==> src/rtl/bus_host_arbiter_pkg.sv <==
// Shared types and constants for the bus host arbiter.
// The BUS_ARB_STATS_EN build option (per-host transfer counters) is handled in bus_host_arbiter.sv.
package bus_host_arbiter_pkg;

    typedef enum logic {
        ARB_IDLE = 1'b0,
        ARB_BUSY = 1'b1
    } arb_state_e;

    localparam int HOLD_CNT_W = 8;
    localparam int STAT_W     = 16;
    localparam int HOST_IDX_W = 3;

    function automatic int host_idx_w(input int hosts);
        return (hosts > 1) ? $clog2(hosts) : 1;
    endfunction

    typedef struct packed {
        arb_state_e              state;
        logic [HOST_IDX_W-1:0]   owner;
        logic [HOLD_CNT_W-1:0]   hold;
        logic                    rd_pend;
    } arb_dbg_t;

endpackage

==> src/rtl/bus_host_arbiter_if.sv <==
// Host-side and device-side signals of the shared bus port.
// Handshake: a host holds req/addr/we/wdata stable until its gnt pulses; gnt marks the
// accepted cycle. A read's data returns exactly one cycle later with a one-cycle rvalid.
interface bus_host_arbiter_if #(
    parameter int Hosts        = 2,
    parameter int DataWidth    = 32,
    parameter int AddressWidth = 32
) ();
    logic [Hosts-1:0]              h_req_in;
    logic [Hosts*AddressWidth-1:0] h_addr_in;
    logic [Hosts-1:0]              h_we_in;
    logic [Hosts*DataWidth-1:0]    h_wdata_in;
    logic [Hosts-1:0]              h_gnt_out;
    logic [Hosts-1:0]              h_rvalid_out;
    logic [DataWidth-1:0]          h_rdata_out;
    logic                          d_req_out;
    logic [AddressWidth-1:0]       d_addr_out;
    logic                          d_we_out;
    logic [DataWidth-1:0]          d_wdata_out;
    logic                          d_gnt_in;
    logic [DataWidth-1:0]          d_rdata_in;

    modport slave (
        input  h_req_in, h_addr_in, h_we_in, h_wdata_in, d_gnt_in, d_rdata_in,
        output h_gnt_out, h_rvalid_out, h_rdata_out, d_req_out, d_addr_out, d_we_out, d_wdata_out
    );

    modport master (
        output h_req_in, h_addr_in, h_we_in, h_wdata_in, d_gnt_in, d_rdata_in,
        input  h_gnt_out, h_rvalid_out, h_rdata_out, d_req_out, d_addr_out, d_we_out, d_wdata_out
    );
endinterface

==> src/rtl/bus_host_arbiter_rr_picker.sv <==
// Combinational round-robin picker: first set request at or above the pointer, wrapping.
module bus_host_arbiter_rr_picker
    import bus_host_arbiter_pkg::*;
#(
    parameter int N  = 2,
    parameter int IW = host_idx_w(N)
) (
    input  logic [N-1:0]  req_i,
    input  logic [IW-1:0] ptr_i,
    output logic [N-1:0]  grant_oh_o,
    output logic [IW-1:0] grant_idx_o
);
    always_comb begin
        logic          found;
        logic [IW:0]   sum;
        logic [IW-1:0] idx;
        grant_oh_o  = '0;
        grant_idx_o = '0;
        found       = 1'b0;
        sum         = '0;
        idx         = '0;
        for (int i = 0; i < N; i++) begin
            sum = {1'b0, ptr_i} + (IW+1)'(i);
            if (sum >= (IW+1)'(N)) sum = sum - (IW+1)'(N);
            idx = sum[IW-1:0];
            if (!found && req_i[idx]) begin
                found           = 1'b1;
                grant_oh_o[idx] = 1'b1;
                grant_idx_o     = idx;
            end
        end
    end
endmodule

==> src/rtl/bus_host_arbiter.sv <==
// Round-robin arbiter sharing one device port among several hosts, with a hold limit.
// Define BUS_ARB_STATS_EN to build per-host saturating accepted-transfer counters.
module bus_host_arbiter
    import bus_host_arbiter_pkg::*;
#(
    parameter int Hosts        = 2,
    parameter int DataWidth    = 32,
    parameter int AddressWidth = 32,
    parameter int MaxHold      = 4
) (
    input  logic                    clk_in,
    input  logic                    reset_in,
    bus_host_arbiter_if.slave       bus,
    output logic [Hosts*STAT_W-1:0] stat_xfer_cnt_out,
    output arb_dbg_t                dbg_out
);
    localparam int IdxW = host_idx_w(Hosts);
    localparam logic [HOLD_CNT_W-1:0] HoldMax  = HOLD_CNT_W'(MaxHold);
    localparam logic [IdxW-1:0]       LastHost = IdxW'(Hosts - 1);

    arb_state_e            state_q, state_d;
    logic [IdxW-1:0]       owner_q, owner_d, rr_q, rr_d, rd_owner_q, rd_owner_d;
    logic [HOLD_CNT_W-1:0] hold_q, hold_d, hold_inc;
    logic                  rd_pend_q, rd_pend_d;
    logic [Hosts-1:0]      pick_oh, owner_oh, rd_oh;
    logic [IdxW-1:0]       pick_idx, rr_next;
    logic                  owner_req, owner_we, others_req, dev_req, accept, active;
    logic [AddressWidth-1:0] owner_addr;
    logic [DataWidth-1:0]    owner_wdata;

    bus_host_arbiter_rr_picker #(.N(Hosts), .IW(IdxW)) u_picker (
        .req_i      (bus.h_req_in),
        .ptr_i      (rr_q),
        .grant_oh_o (pick_oh),
        .grant_idx_o(pick_idx)
    );

    always_comb begin
        owner_addr  = '0;
        owner_wdata = '0;
        owner_oh    = '0;
        rd_oh       = '0;
        for (int i = 0; i < Hosts; i++) begin
            if (owner_q == IdxW'(i)) begin
                owner_addr  = bus.h_addr_in[i*AddressWidth +: AddressWidth];
                owner_wdata = bus.h_wdata_in[i*DataWidth +: DataWidth];
                owner_oh[i] = 1'b1;
            end
            if (rd_owner_q == IdxW'(i)) rd_oh[i] = 1'b1;
        end
    end

    assign owner_req  = |(bus.h_req_in & owner_oh);
    assign owner_we   = |(bus.h_we_in & owner_oh);
    assign others_req = |(bus.h_req_in & ~owner_oh);
    assign hold_inc   = (hold_q >= HoldMax) ? hold_q : hold_q + 1'b1;
    assign rr_next    = (owner_q == LastHost) ? '0 : owner_q + 1'b1;

    always_comb begin
        state_d    = state_q;
        owner_d    = owner_q;
        rr_d       = rr_q;
        hold_d     = hold_q;
        rd_pend_d  = 1'b0;
        rd_owner_d = rd_owner_q;
        dev_req    = 1'b0;
        accept     = 1'b0;
        if (!reset_in) begin
            unique case (state_q)
                ARB_IDLE: begin
                    if (|pick_oh) begin
                        owner_d = pick_idx;
                        hold_d  = '0;
                        state_d = ARB_BUSY;
                    end
                end
                ARB_BUSY: begin
                    dev_req = owner_req;
                    accept  = dev_req && bus.d_gnt_in;
                    if (accept) begin
                        hold_d = hold_inc;
                        if (!owner_we) begin
                            rd_pend_d  = 1'b1;
                            rd_owner_d = owner_q;
                        end
                    end
                    // A lone requester never hits the second term, so it keeps the bus.
                    if (!owner_req || (accept && hold_inc == HoldMax && others_req)) begin
                        state_d = ARB_IDLE;
                        rr_d    = rr_next;
                    end
                end
                default: state_d = ARB_IDLE;
            endcase
        end
    end

    always_ff @(posedge clk_in) begin
        if (reset_in) begin
            state_q    <= ARB_IDLE;
            owner_q    <= '0;
            rr_q       <= '0;
            hold_q     <= '0;
            rd_pend_q  <= 1'b0;
            rd_owner_q <= '0;
        end else begin
            state_q    <= state_d;
            owner_q    <= owner_d;
            rr_q       <= rr_d;
            hold_q     <= hold_d;
            rd_pend_q  <= rd_pend_d;
            rd_owner_q <= rd_owner_d;
        end
    end

    assign active           = (state_q == ARB_BUSY) && !reset_in;
    assign bus.d_req_out    = dev_req;
    assign bus.d_addr_out   = active ? owner_addr : '0;
    assign bus.d_we_out     = active && owner_we;
    assign bus.d_wdata_out  = active ? owner_wdata : '0;
    assign bus.h_gnt_out    = accept ? owner_oh : '0;
    // Read return follows the issuing host even after ownership has moved on.
    assign bus.h_rvalid_out = (rd_pend_q && !reset_in) ? rd_oh : '0;
    assign bus.h_rdata_out  = (rd_pend_q && !reset_in) ? bus.d_rdata_in : '0;

    assign dbg_out.state   = state_q;
    assign dbg_out.owner   = HOST_IDX_W'(owner_q);
    assign dbg_out.hold    = hold_q;
    assign dbg_out.rd_pend = rd_pend_q;

`ifdef BUS_ARB_STATS_EN
    logic [STAT_W-1:0] stat_q [Hosts];

    always_ff @(posedge clk_in) begin
        for (int i = 0; i < Hosts; i++) begin
            if (reset_in) stat_q[i] <= '0;
            else if (bus.h_gnt_out[i] && stat_q[i] != '1) stat_q[i] <= stat_q[i] + 1'b1;
        end
    end

    for (genvar g = 0; g < Hosts; g++) begin : g_stat
        assign stat_xfer_cnt_out[g*STAT_W +: STAT_W] = stat_q[g];
    end
`else
    assign stat_xfer_cnt_out = '0;
`endif
endmodule

==> src/flat_wrapper.sv <==
// flat-port wrapper written by rule: the top's interface ports become plain ports
module bus_host_arbiter_flat import bus_host_arbiter_pkg::*;
#(
    parameter int Hosts        = 2,
    parameter int DataWidth    = 32,
    parameter int AddressWidth = 32,
    parameter int MaxHold      = 4
)
  (clk_in, reset_in, stat_xfer_cnt_out, dbg_out, bus_h_req_in, bus_h_addr_in, bus_h_we_in, bus_h_wdata_in, bus_d_gnt_in, bus_d_rdata_in, bus_h_gnt_out, bus_h_rvalid_out, bus_h_rdata_out, bus_d_req_out, bus_d_addr_out, bus_d_we_out, bus_d_wdata_out);
  bus_host_arbiter_if #(.Hosts(Hosts), .DataWidth(DataWidth), .AddressWidth(AddressWidth)) bus_i ();
  input  logic clk_in;
  input  logic reset_in;
  output logic [Hosts*STAT_W-1:0] stat_xfer_cnt_out;
  output arb_dbg_t dbg_out;
  input wire logic [$bits(bus_i.h_req_in)-1:0] bus_h_req_in;
  input wire logic [$bits(bus_i.h_addr_in)-1:0] bus_h_addr_in;
  input wire logic [$bits(bus_i.h_we_in)-1:0] bus_h_we_in;
  input wire logic [$bits(bus_i.h_wdata_in)-1:0] bus_h_wdata_in;
  input wire logic [$bits(bus_i.d_gnt_in)-1:0] bus_d_gnt_in;
  input wire logic [$bits(bus_i.d_rdata_in)-1:0] bus_d_rdata_in;
  output wire logic [$bits(bus_i.h_gnt_out)-1:0] bus_h_gnt_out;
  output wire logic [$bits(bus_i.h_rvalid_out)-1:0] bus_h_rvalid_out;
  output wire logic [$bits(bus_i.h_rdata_out)-1:0] bus_h_rdata_out;
  output wire logic [$bits(bus_i.d_req_out)-1:0] bus_d_req_out;
  output wire logic [$bits(bus_i.d_addr_out)-1:0] bus_d_addr_out;
  output wire logic [$bits(bus_i.d_we_out)-1:0] bus_d_we_out;
  output wire logic [$bits(bus_i.d_wdata_out)-1:0] bus_d_wdata_out;
  assign bus_i.h_req_in = bus_h_req_in;
  assign bus_i.h_addr_in = bus_h_addr_in;
  assign bus_i.h_we_in = bus_h_we_in;
  assign bus_i.h_wdata_in = bus_h_wdata_in;
  assign bus_i.d_gnt_in = bus_d_gnt_in;
  assign bus_i.d_rdata_in = bus_d_rdata_in;
  assign bus_h_gnt_out = bus_i.h_gnt_out;
  assign bus_h_rvalid_out = bus_i.h_rvalid_out;
  assign bus_h_rdata_out = bus_i.h_rdata_out;
  assign bus_d_req_out = bus_i.d_req_out;
  assign bus_d_addr_out = bus_i.d_addr_out;
  assign bus_d_we_out = bus_i.d_we_out;
  assign bus_d_wdata_out = bus_i.d_wdata_out;
  bus_host_arbiter #(.Hosts(Hosts), .DataWidth(DataWidth), .AddressWidth(AddressWidth), .MaxHold(MaxHold)) u_core (.clk_in(clk_in), .reset_in(reset_in), .bus(bus_i), .stat_xfer_cnt_out(stat_xfer_cnt_out), .dbg_out(dbg_out));
endmodule
==> config.mk <==
export PLATFORM = sky130hd
export DESIGN_NAME = bus_host_arbiter_flat
export DESIGN_NICKNAME = d
export VERILOG_FILES = /design/src/rtl/bus_host_arbiter_pkg.sv /design/src/rtl/bus_host_arbiter_if.sv /design/src/rtl/bus_host_arbiter_rr_picker.sv /design/src/rtl/bus_host_arbiter.sv /design/src/flat_wrapper.sv
export SDC_FILE = /design/constraint.sdc
export NUM_CORES = 1
export LEC_CHECK = 0
export ABC_AREA = 1
export BUFFER_PORTS_ARGS = -buffer_cell sky130_fd_sc_hd__clkbuf_2
export CAP_MARGIN = 40
export CORE_AREA = 2 2 121 123
export CTS_CLUSTER_DIAMETER = 150
export DETAILED_ROUTE_END_ITERATION = 7
export DIE_AREA = 0 0 123 125
export SLEW_MARGIN = 15
export SYNTH_ARGS = -nofsm -noshare
export SYNTH_HDL_FRONTEND = slang
export SYNTH_SLANG_ARGS = --single-unit
==> constraint.sdc <==
create_clock -name clk_in -period 2.3 [get_ports clk_in]
set_input_delay 0.115 -clock clk_in [delete_from_list [all_inputs] [get_ports clk_in]]
set_output_delay 0.115 -clock clk_in [all_outputs]
set_load 0.01 [all_outputs]
# == Yosys cells after proc, flatten, opt, wreduce, memory -nomap -nowiden ==
# Index checks and enable logic that the tools add are counted.
# word_totals
memories,0
word_cells,90
regBits,13
latch_bits,0
mem_bits_ro,0
ram_bits,0
# classes
mul,0
magnitude_cmp,7
n_reduce_logical,22
muxes,39
n_bitwise,8
shifts,0
addsub,5
div,0
n_eq_ne,3
# ops
op,count
$mux 32,5
$mux 8,3
$mux 1,23
$pmux 8 s2,1
$logic_and 1x1->1,9
$add 8x1->8 const B,1
$eq 8x3->1 const B,1
$ge 8x3->1 const B,1
$mux 2,4
$reduce_or 2->1,4
$and 2x2->2,3
$reduce_and 2->1,3
$lt 1x2->1 const B,2
$logic_not 1->1,3
$not 1->1,3
$reduce_and 3->1,1
$reduce_or 3->1,1
$add 1x1->2 const B,1
$demux 1 s1,2
$ge 1x1->1 const B,2
$ge 1x2->1 const B,1
$ge 2x2->1 const B,1
$ne 2x1->1 const B,1
$ne 2x2->1 const B,1
other kinds (6),7

# == Logic depth before layout (Yosys ltp) ==
# Gate-level depths: netlist of the first run.
# depth
ltp_word,12
mapped_depth,12
ltp_nobuf,12

# == Cells and area by module ==
# Synthesis of the first run repeated with hierarchy kept, for this count alone.
# hier_totals
hier_cells,426
hier_area_um2,2134.5
# by_module_without_submodules
module,seq_area_each_um2,cells_per_inst,area_each_um2,n_inst
bus_host_arbiter,260.2,420,2110.8,1
bus_host_arbiter_rr_picker,0.0,6,23.8,1

# == Worst setup path after synthesis of the first run ==
# No wires, ideal clock.
# synth_path
path_type,register to register
start,register u_core.hold_q[0]
end,register u_core.rr_q
n_path_buf,0
setup_ps,115
path_slack_ps,820
synth_period_minus_slack_ps,1480
stages_incl_launch_ff,13
arrival_time_ps,1365
path_cell_list,dfxtp_1 -> inv_1 -> ha_1 -> inv_1 -> nand4_1 -> nand2_1 -> nand2_1 -> nor2_1 -> nand2_1 -> nand2_1 -> nand3_1 -> nand2_1 -> nor2_1
# synth_via
elab_chain_len,7
# synth_lines
element,line_no,rtl
"start, declared",bus_host_arbiter.sv:23,"logic [HOLD_CNT_W-1:0] hold_q, hold_d, hold_inc;"
"start signal, assigned",bus_host_arbiter.sv:110,hold_q <= hold_d;
$add 8x1->8 / $ge 8x3->1 (equally long branches),bus_host_arbiter.sv:56,assign hold_inc = (hold_q >= HoldMax) ? hold_q : hold_q + 1'b1;
$mux 8 (*),bus_host_arbiter.sv:56,
$eq 8x3->1 (*),bus_host_arbiter.sv:88,if (!owner_req || (accept && hold_inc == HoldMax && others_req)) begin
$logic_and 1x1->1 (*) (2 in a row),bus_host_arbiter.sv:88,
$logic_or 1x1->1 (*),bus_host_arbiter.sv:88,
$reduce_and 2->1 (no line) (*),n/a,
"end signal, assigned",bus_host_arbiter.sv:109,rr_q <= rr_d;
"end, declared",bus_host_arbiter.sv:22,"logic [IdxW-1:0] owner_q, owner_d, rr_q, rr_d, rd_owner_q, rd_owner_d;"
# Mark *: on every way between the ends. The rest lies on a longest branch, timed or not.
# A chain may end at the register's enable or synchronous reset.

# == Final worst setup path of the first run ==
# layout_path
start,register u_core.owner_q
end,output port bus_d_wdata_out[17]
# layout_via
elab_chain_len,2
# layout_lines
element,line_no,rtl
"start, declared",bus_host_arbiter.sv:22,
"start signal, assigned",bus_host_arbiter.sv:108,owner_q <= owner_d;
$mux 32,bus_host_arbiter.sv:44,if (owner_q == IdxW'(i)) begin
$mux 32,bus_host_arbiter.sv:120,assign bus.d_wdata_out = active ? owner_wdata : '0;
"end, declared",flat_wrapper.sv:27,output wire logic [$bits(bus_i.d_wdata_out)-1:0] bus_d_wdata_out;
# Every way passes these cells.

==> results of run 1 <==
through the flow:
stage / area (um^2) / worst slack [ps] / instances / utilization, %
detailed placement: 3531 / 561.9 / 861 / 24.86
global placement: 3531 / 559.7 / 861 / 24.86
floorplan: 2243 / 820.0 / 456 / -
finish: 3610 / 376.6 / 865 / 25.41
CTS: 3610 / 293.1 / 865 / 25.41
global route: 3610 / 185.7 / 865 / 25.41
power by group:
group / switching [W] / internal (W)
Clock: 0.0000936 / 0.000234
Sequential: 0.00000617 / 0.000232
Combinational: 0.000273 / 0.000205
area by class of cell:
| class | instances | area, um^2 | share of cell area (%) |
|---|---|---|---|
| flip-flops and latches | 13 | 261.5 | 7.244 |
| inverters | 49 | 183.9 | 5.095 |
| well taps | 184 | 230.2 | 6.378 |
| repair buffers | 284 | 1459 | 40.42 |
| multi-input cells | 331 | 1396 | 38.68 |
| clock buffers | 4 | 78.83 | 2.184 |
cell usage in the layout (no fill, tap or decap):
cell type	n
dfxtp_2	1
nand2_1	155
buf_4	3
nand3_2	1
clkbuf_16	3
conb_1	34
nand4_1	3
nand2_2	2
a21oi_1	72
o21ai_0	1
nor3_1	2
nor2_2	4
o211ai_1	1
inv_2	2
buf_12	2
clkbuf_1	1
nand3_1	8
nor2_1	46
inv_1	47
dfxtp_1	12
clkbuf_2	279
ha_1	2
worst max-delay path: stages, from the launching register on:
cell	delay, ps
dfxtp_2	330
buf_4	330
buf_4	410
nand2_1	80
a21oi_1	230
clkbuf_2	170
layer usage:
metal,global-route usage (%),vias up
met5,0,-
met4,1.604,0
met3,1.825,6
met2,20.31,194
met1,11.01,1405
li1,-,1733
cell families after synthesis:
family	Yosys count	share of synthesized area, %
compound gates	74	17.59
simple gates	221	40.97
flops	13	12.28
fa+ha+maj	2	1.180
other cells	1	0.1769
buf+inv	112	27.80
worst paths after layout:
check                                 startpoint                   to  slack, ps
worst max-delay path              u_core.owner_q  bus_d_wdata_out[17]        380
worst min-delay path             bus_h_req_in[1]       u_core.owner_q        170
worst max register to register    u_core.owner_q          u_core.rr_q        680
worst min register to register  u_core.hold_q[4]     u_core.hold_q[4]        460
sequential cells by signal, summed over array words and instances (netlist names):
name               count
u_core.rr_q            1
u_core.owner_q         1
u_core.state_q         1
u_core.rd_pend_q       1
u_core.hold_q          8
u_core.rd_owner_q      1
==> impl_metrics.csv, run 1 <==
group,metric,value,unit
route,top_layer,"met4",
route,avgViaCountPerCell,3.859,
logic_synthesis,synth_area_leaders,"nand2_1 (28%), a21oi_1 (17%), buf_4 (13%), dfxtp_1 (12%), inv_1 (8.3%)",
clocking,cts_made_buffers,3,
setup_path,r2r_cells,10,
setup_path,cp-end-kind,"primary output",
clocking,clockBufferDepth,2,
power_and_ir_drop,power,0.001043,W
clocking,cts_max_level,1,
route,antenna_left,0,
route,first_iter_violations,83,
timing,final-setup-viol-count,0,
timing,finClkSkew,2.630,ps
floorplanning,die_y,125,um
logic_synthesis,seq_area_frac_synth,12.28,%
floorplanning,ioPinCount,314,
logic_synthesis,netlist_instances,423,
logic_synthesis,synth_warnings,0,
clocking,cts.sinks,13,
place,port-buffer-count,279,
timing,slew_headroom,54.83,%
route,drt_wl_total,8717,um
logic_synthesis,syn_area,0.002120,mm^2
run_status,status,"complete, no violations",
global_route,grtUsageTotal,10.17,%
floorplanning,num_rows,44,
global_route,antenna_found_initial,0,
final_layout,n_fill_cell,1664,
timing,finalCritPeriodShare,83.63,%
setup_path,cp-start-kind,"register",
logic_synthesis,synth_edf_count,0,
logic_synthesis,dominantRegCellSynth,"dfxtp_1",
setup_path,setup.worst_path.class,"reg2out",
global_route,grt_overflow,0,
power_and_ir_drop,powerDensity,288.9,mW/mm^2
floorplanning,die-area,0.01538,mm^2
clocking,cts_tree,"yes",
route,met1Wirelength,3277,um
logic_synthesis,synth.most_common_cell,"nand2_1",
clocking,cts_setup_buffers,0,
place,place_congestion,0.7907,
logic_synthesis,synth_cell_types,20,
final_layout,drive_gt1_share,43.61,%
clocking,clk_pin_slew,40,ps
timing,hold_viol_final,0,
floorplanning,floorplan.initialDensity,14.92,%
timing,tightest_slew,676.6,ps
timing,whs,166.7,ps
timing,fmax,519.9,MHz
global_route,grt_start_max_net_pins,47,
logic_synthesis,synth.ff_latch_count,13,
setup_path,required,2180,ps
timing,fin_crit,1923,ps
power_and_ir_drop,irDropWorstVdd,0.1981,mV
route,vias,3338,
logic_synthesis,avgSynthCellArea,5.011,um^2
floorplanning,die_x,123,um
clocking,cts_hold_buffers,0,
clocking,ctsResizeCount,0,
global_route,first_global_vias,2765,
floorplanning,coreArea,0.01420,mm^2
final_layout,insertedDiodeCount,0,
hold_path,holdPathStages,3,
timing,drv_slew,0,
timing,rsz0062_at_grt,"no",
route,wire_per_inst,10.08,um
place,dp.final_hpwl,7238,um
clocking,clkLatencyLatePin,240,ps
final_layout,area_growth,70.31,%
route,drc,0,
flow_run,max_cap_viol_count,0,
logic_synthesis,synthArstFlopShare,0,%
final_layout,nNetsFinal,851,
clocking,clockRootBuffer,"clkbuf_16",
global_route,grt_pass1_wl,12670,um
setup_path,worstPathArrival,1810,ps
route,firstDrtPassIters,4,
timing,fin_setup_tns,0,ps
logic_synthesis,synth_top_area_cell,"nand2_1",
route,wl_met2,4484,um
setup_path,critPathMaxFanout,40,
logic_synthesis,synth_top_area_share,27.63,%
logic_synthesis,synth_common_cells,"nand2_1 (156), a21oi_1 (72), inv_1 (47), nor2_1 (46), buf_4 (38)",
hold_path,hp-class,"in2reg",
route,dr_wl_met3,896,um
power_and_ir_drop,p_leak,2.307,nW
(Power assumes the default switching activity.)
==> inputs of run 2 (changes only) <==
Settings changed: ABC_AREA 1 to 0, CORE_AREA 2 2 121 123 to 2 2 122 124, DIE_AREA 0 0 123 125 to 0 0 124 126.
Clock period 2.3 ns to 2 ns, I/O delays scaled along.
==> run 2 against run 1 <==
Combinational power up 13%. Cell area grew 0.94%. Sequential share of layout area about the same. First-iteration DRC count decreased by 30%. Critical path depth shrank 1. Hold slack worse by 110 ps. Area after synthesis is 2.2% lower. Clock power rose by 15%. Total power grew 14%. Worst setup slack got worse by 260 ps. Via count fell by 18%. Clock skew shrank 0.70 ps. Critical endpoint is now u_core.rr_q.
==> impl_metrics.csv, run 2 <==
group,metric,value,unit
run_status,status,"complete, no violations",
setup_path,cp_slowest_cell,"or4_4",
route,antenna_left,0,
clocking,cts_max_level,1,
setup_path,cp-start-kind,"register",
global_route,grtUsageTotal,9.025,%
setup_path,critical-path-top-delay-family,"simple AND/OR/NAND/NOR gates",
floorplanning,coreArea,0.01431,mm^2
logic_synthesis,dominantRegCellSynth,"dfxtp_1",
final_layout,largest_reg_flops,8,
clocking,cts_made_buffers,3,
clocking,clkLatencyLatePin,240,ps
global_route,first_global_vias,2279,
timing,drv_slew,0,
final_layout,mostFrequentLayoutCells,"clkbuf_2 (279), nor2_1 (69), mux2i_1 (68)",
logic_synthesis,netlist_instances,287,
logic_synthesis,synth_warnings,0,
setup_path,path_cells,"or4_4, or4_4, o32a_1, o22ai_1",
global_route,grt_start_max_net_pins,46,
hold_path,hp-class,"in2reg",
route,vias,2739,
place,place_congestion,0.7753,
route,drc,0,
clocking,clk_pin_slew,40,ps
timing,setup_ws,115.8,ps
logic_synthesis,synth_edf_count,0,
setup_path,critPathMaxFanout,3,
logic_synthesis,synthArstFlopShare,0,%
clocking,ctsResizeCount,0,
place,dp_slack,131.2,ps
route,firstDrtPassIters,4,
timing,rsz0062_at_grt,"no",
global_route,grt_pass1_wl,11380,um
setup_path,cp-end-kind,"register",
setup_path,setup.worst_path.class,"reg2reg",
logic_synthesis,synth.most_common_cell,"nor2_1",
logic_synthesis,synth_top_area_share,32.85,%
clocking,cts_setup_buffers,0,
global_route,antenna_found_initial,0,
global_route,grt_overflow,0,
setup_path,worst-path-buf-inv,0,
timing,finClkSkew,1.930,ps
final_layout,drive_gt1_share,53.69,%
route,drt_wl_total,8248,um
floorplanning,die-area,0.01562,mm^2
clocking,cts_tree,"yes",
final_layout,nNetsFinal,725,
logic_synthesis,avgSynthCellArea,7.219,um^2
timing,fmax,530.7,MHz
setup_path,required,2170,ps
final_layout,area_growth,75.85,%
logic_synthesis,synth_top_area_cell,"mux2i_1",
logic_synthesis,synth_area_leaders,"mux2i_1 (33%), buf_4 (13%), dfxtp_1 (13%), nor2_1 (13%), and2_1 (11%)",
timing,hold_viol_final,0,
final_layout,top_register,"u_core.hold_q",
place,port-buffer-count,279,
final_layout,multi_input_area,0.001574,mm^2
setup_path,crit_top_cell,"or4_4",
route,wire_per_inst,11.16,um
floorplanning,num_rows,44,
final_layout,layout_commonest_cell,"clkbuf_2",
logic_synthesis,synth_common_cells,"nor2_1 (69), mux2i_1 (68), and2_1 (37), buf_4 (37), dfxtp_1 (13)",
final_layout,n_fill_cell,1615,
clocking,clockBufferDepth,2,
logic_synthesis,seq_area_frac_synth,12.56,%
timing,finalCritPeriodShare,94.21,%
logic_synthesis,synth_cell_types,31,
setup_path,critPathMaxStageDelay,530,ps
logic_synthesis,synth.ff_latch_count,13,
final_layout,final-seq-area,264.0,um^2
floorplanning,die_x,124,um
flow_run,max_cap_viol_count,0,
power_and_ir_drop,p_leak,2.010,nW
clocking,cts.sinks,13,
floorplanning,floorplan.initialDensity,14.48,%
power_and_ir_drop,irDropWorstVdd,0.2726,mV
clocking,cts_hold_buffers,0,
final_layout,insertedDiodeCount,0,
logic_synthesis,syn_area,0.002072,mm^2
power_and_ir_drop,powerDensity,325.5,mW/mm^2
clocking,clockRootBuffer,"clkbuf_16",
floorplanning,ioPinCount,314,
route,first_iter_violations,58,
timing,final-setup-viol-count,0,
timing,fin_setup_tns,0,ps
floorplanning,die_y,126,um
route,avgViaCountPerCell,3.706,
place,dp.final_hpwl,7114,um
setup_path,worstPathArrival,2050,ps
timing,fin_crit,1884,ps
[run 2: cell types whose count changed after synthesis, sizes merged, moves of 3 or more]
| cell | delta |
|---|---|
| a21oi | -69 |
| and2 | +38 |
| buf | -7 |
| inv | -45 |
| mux2i | +68 |
| nand2 | -153 |
| nand2b | +3 |
| nand3 | -9 |
| nand4 | -3 |
| nor2 | +19 |
| nor3b | +3 |
| o21ai | +3 |
[run 2: final timing paths]
path	end	slack [ps]	start	depth (start not counted)
setup reg to reg	u_core.rr_q	120	u_core.hold_q[4]	4
hold / removal	u_core.owner_q	60	reset_in	2
setup / recovery	u_core.rr_q	120	u_core.hold_q[4]	4
hold reg to reg	u_core.hold_q[6]	490	u_core.hold_q[6]	1
[run 2: cell type report]
class | count | share of cell area (%)
tap | 184 | 6.319
sequential | 13 | 7.246
timing repair buffer | 287 | 40.66
inverter | 4 | 0.4121
clock buffer | 4 | 2.163
multi-input combinational | 247 | 43.20
[run 2: kinds of logic after synthesis]
kind of cell / after synthesis / synth area share [%]
DFF: 13 / 12.56
and+or+nand+nor: 129 / 31.16
adders and majority gates: 2 / 1.208
other: 1 / 0.1810
muxes: 68 / 32.85
buffers and inverters: 60 / 17.57
AOI/OAI and AO/OA: 14 / 4.469
[run 2: metrics by stage]
stage                     power [W]  hold slack (ps)  cells  util, %  area [um^2]
after floorplan           0.0005997            277.9    320        -         2196
after global placement    0.0008172            311.1    735    24.90         3565
after detailed placement  0.0008210            306.1    735    24.90         3565
after CTS                  0.001207            51.76    739    25.45         3643
after global routing       0.001278            77.43    739    25.45         3643
final                      0.001186            60.51    739    25.45         3643
[run 2: layer usage]
metal | vias to the layer above | global-route usage, % | wire [um]
li1 | 1416 | - | -
met3 | 3 | 1.087 | 625
met5 | - | 0 | 0
met4 | 0 | 1.058 | 27
met1 | 1203 | 11.61 | 3465
met2 | 117 | 16.42 | 4129
[run 2: power by group]
group          switching [W]  internal, W  total (W)
logic               0.000269     0.000271   0.000540
clock network       0.000106     0.000268   0.000375
registers         0.00000561     0.000265   0.000271
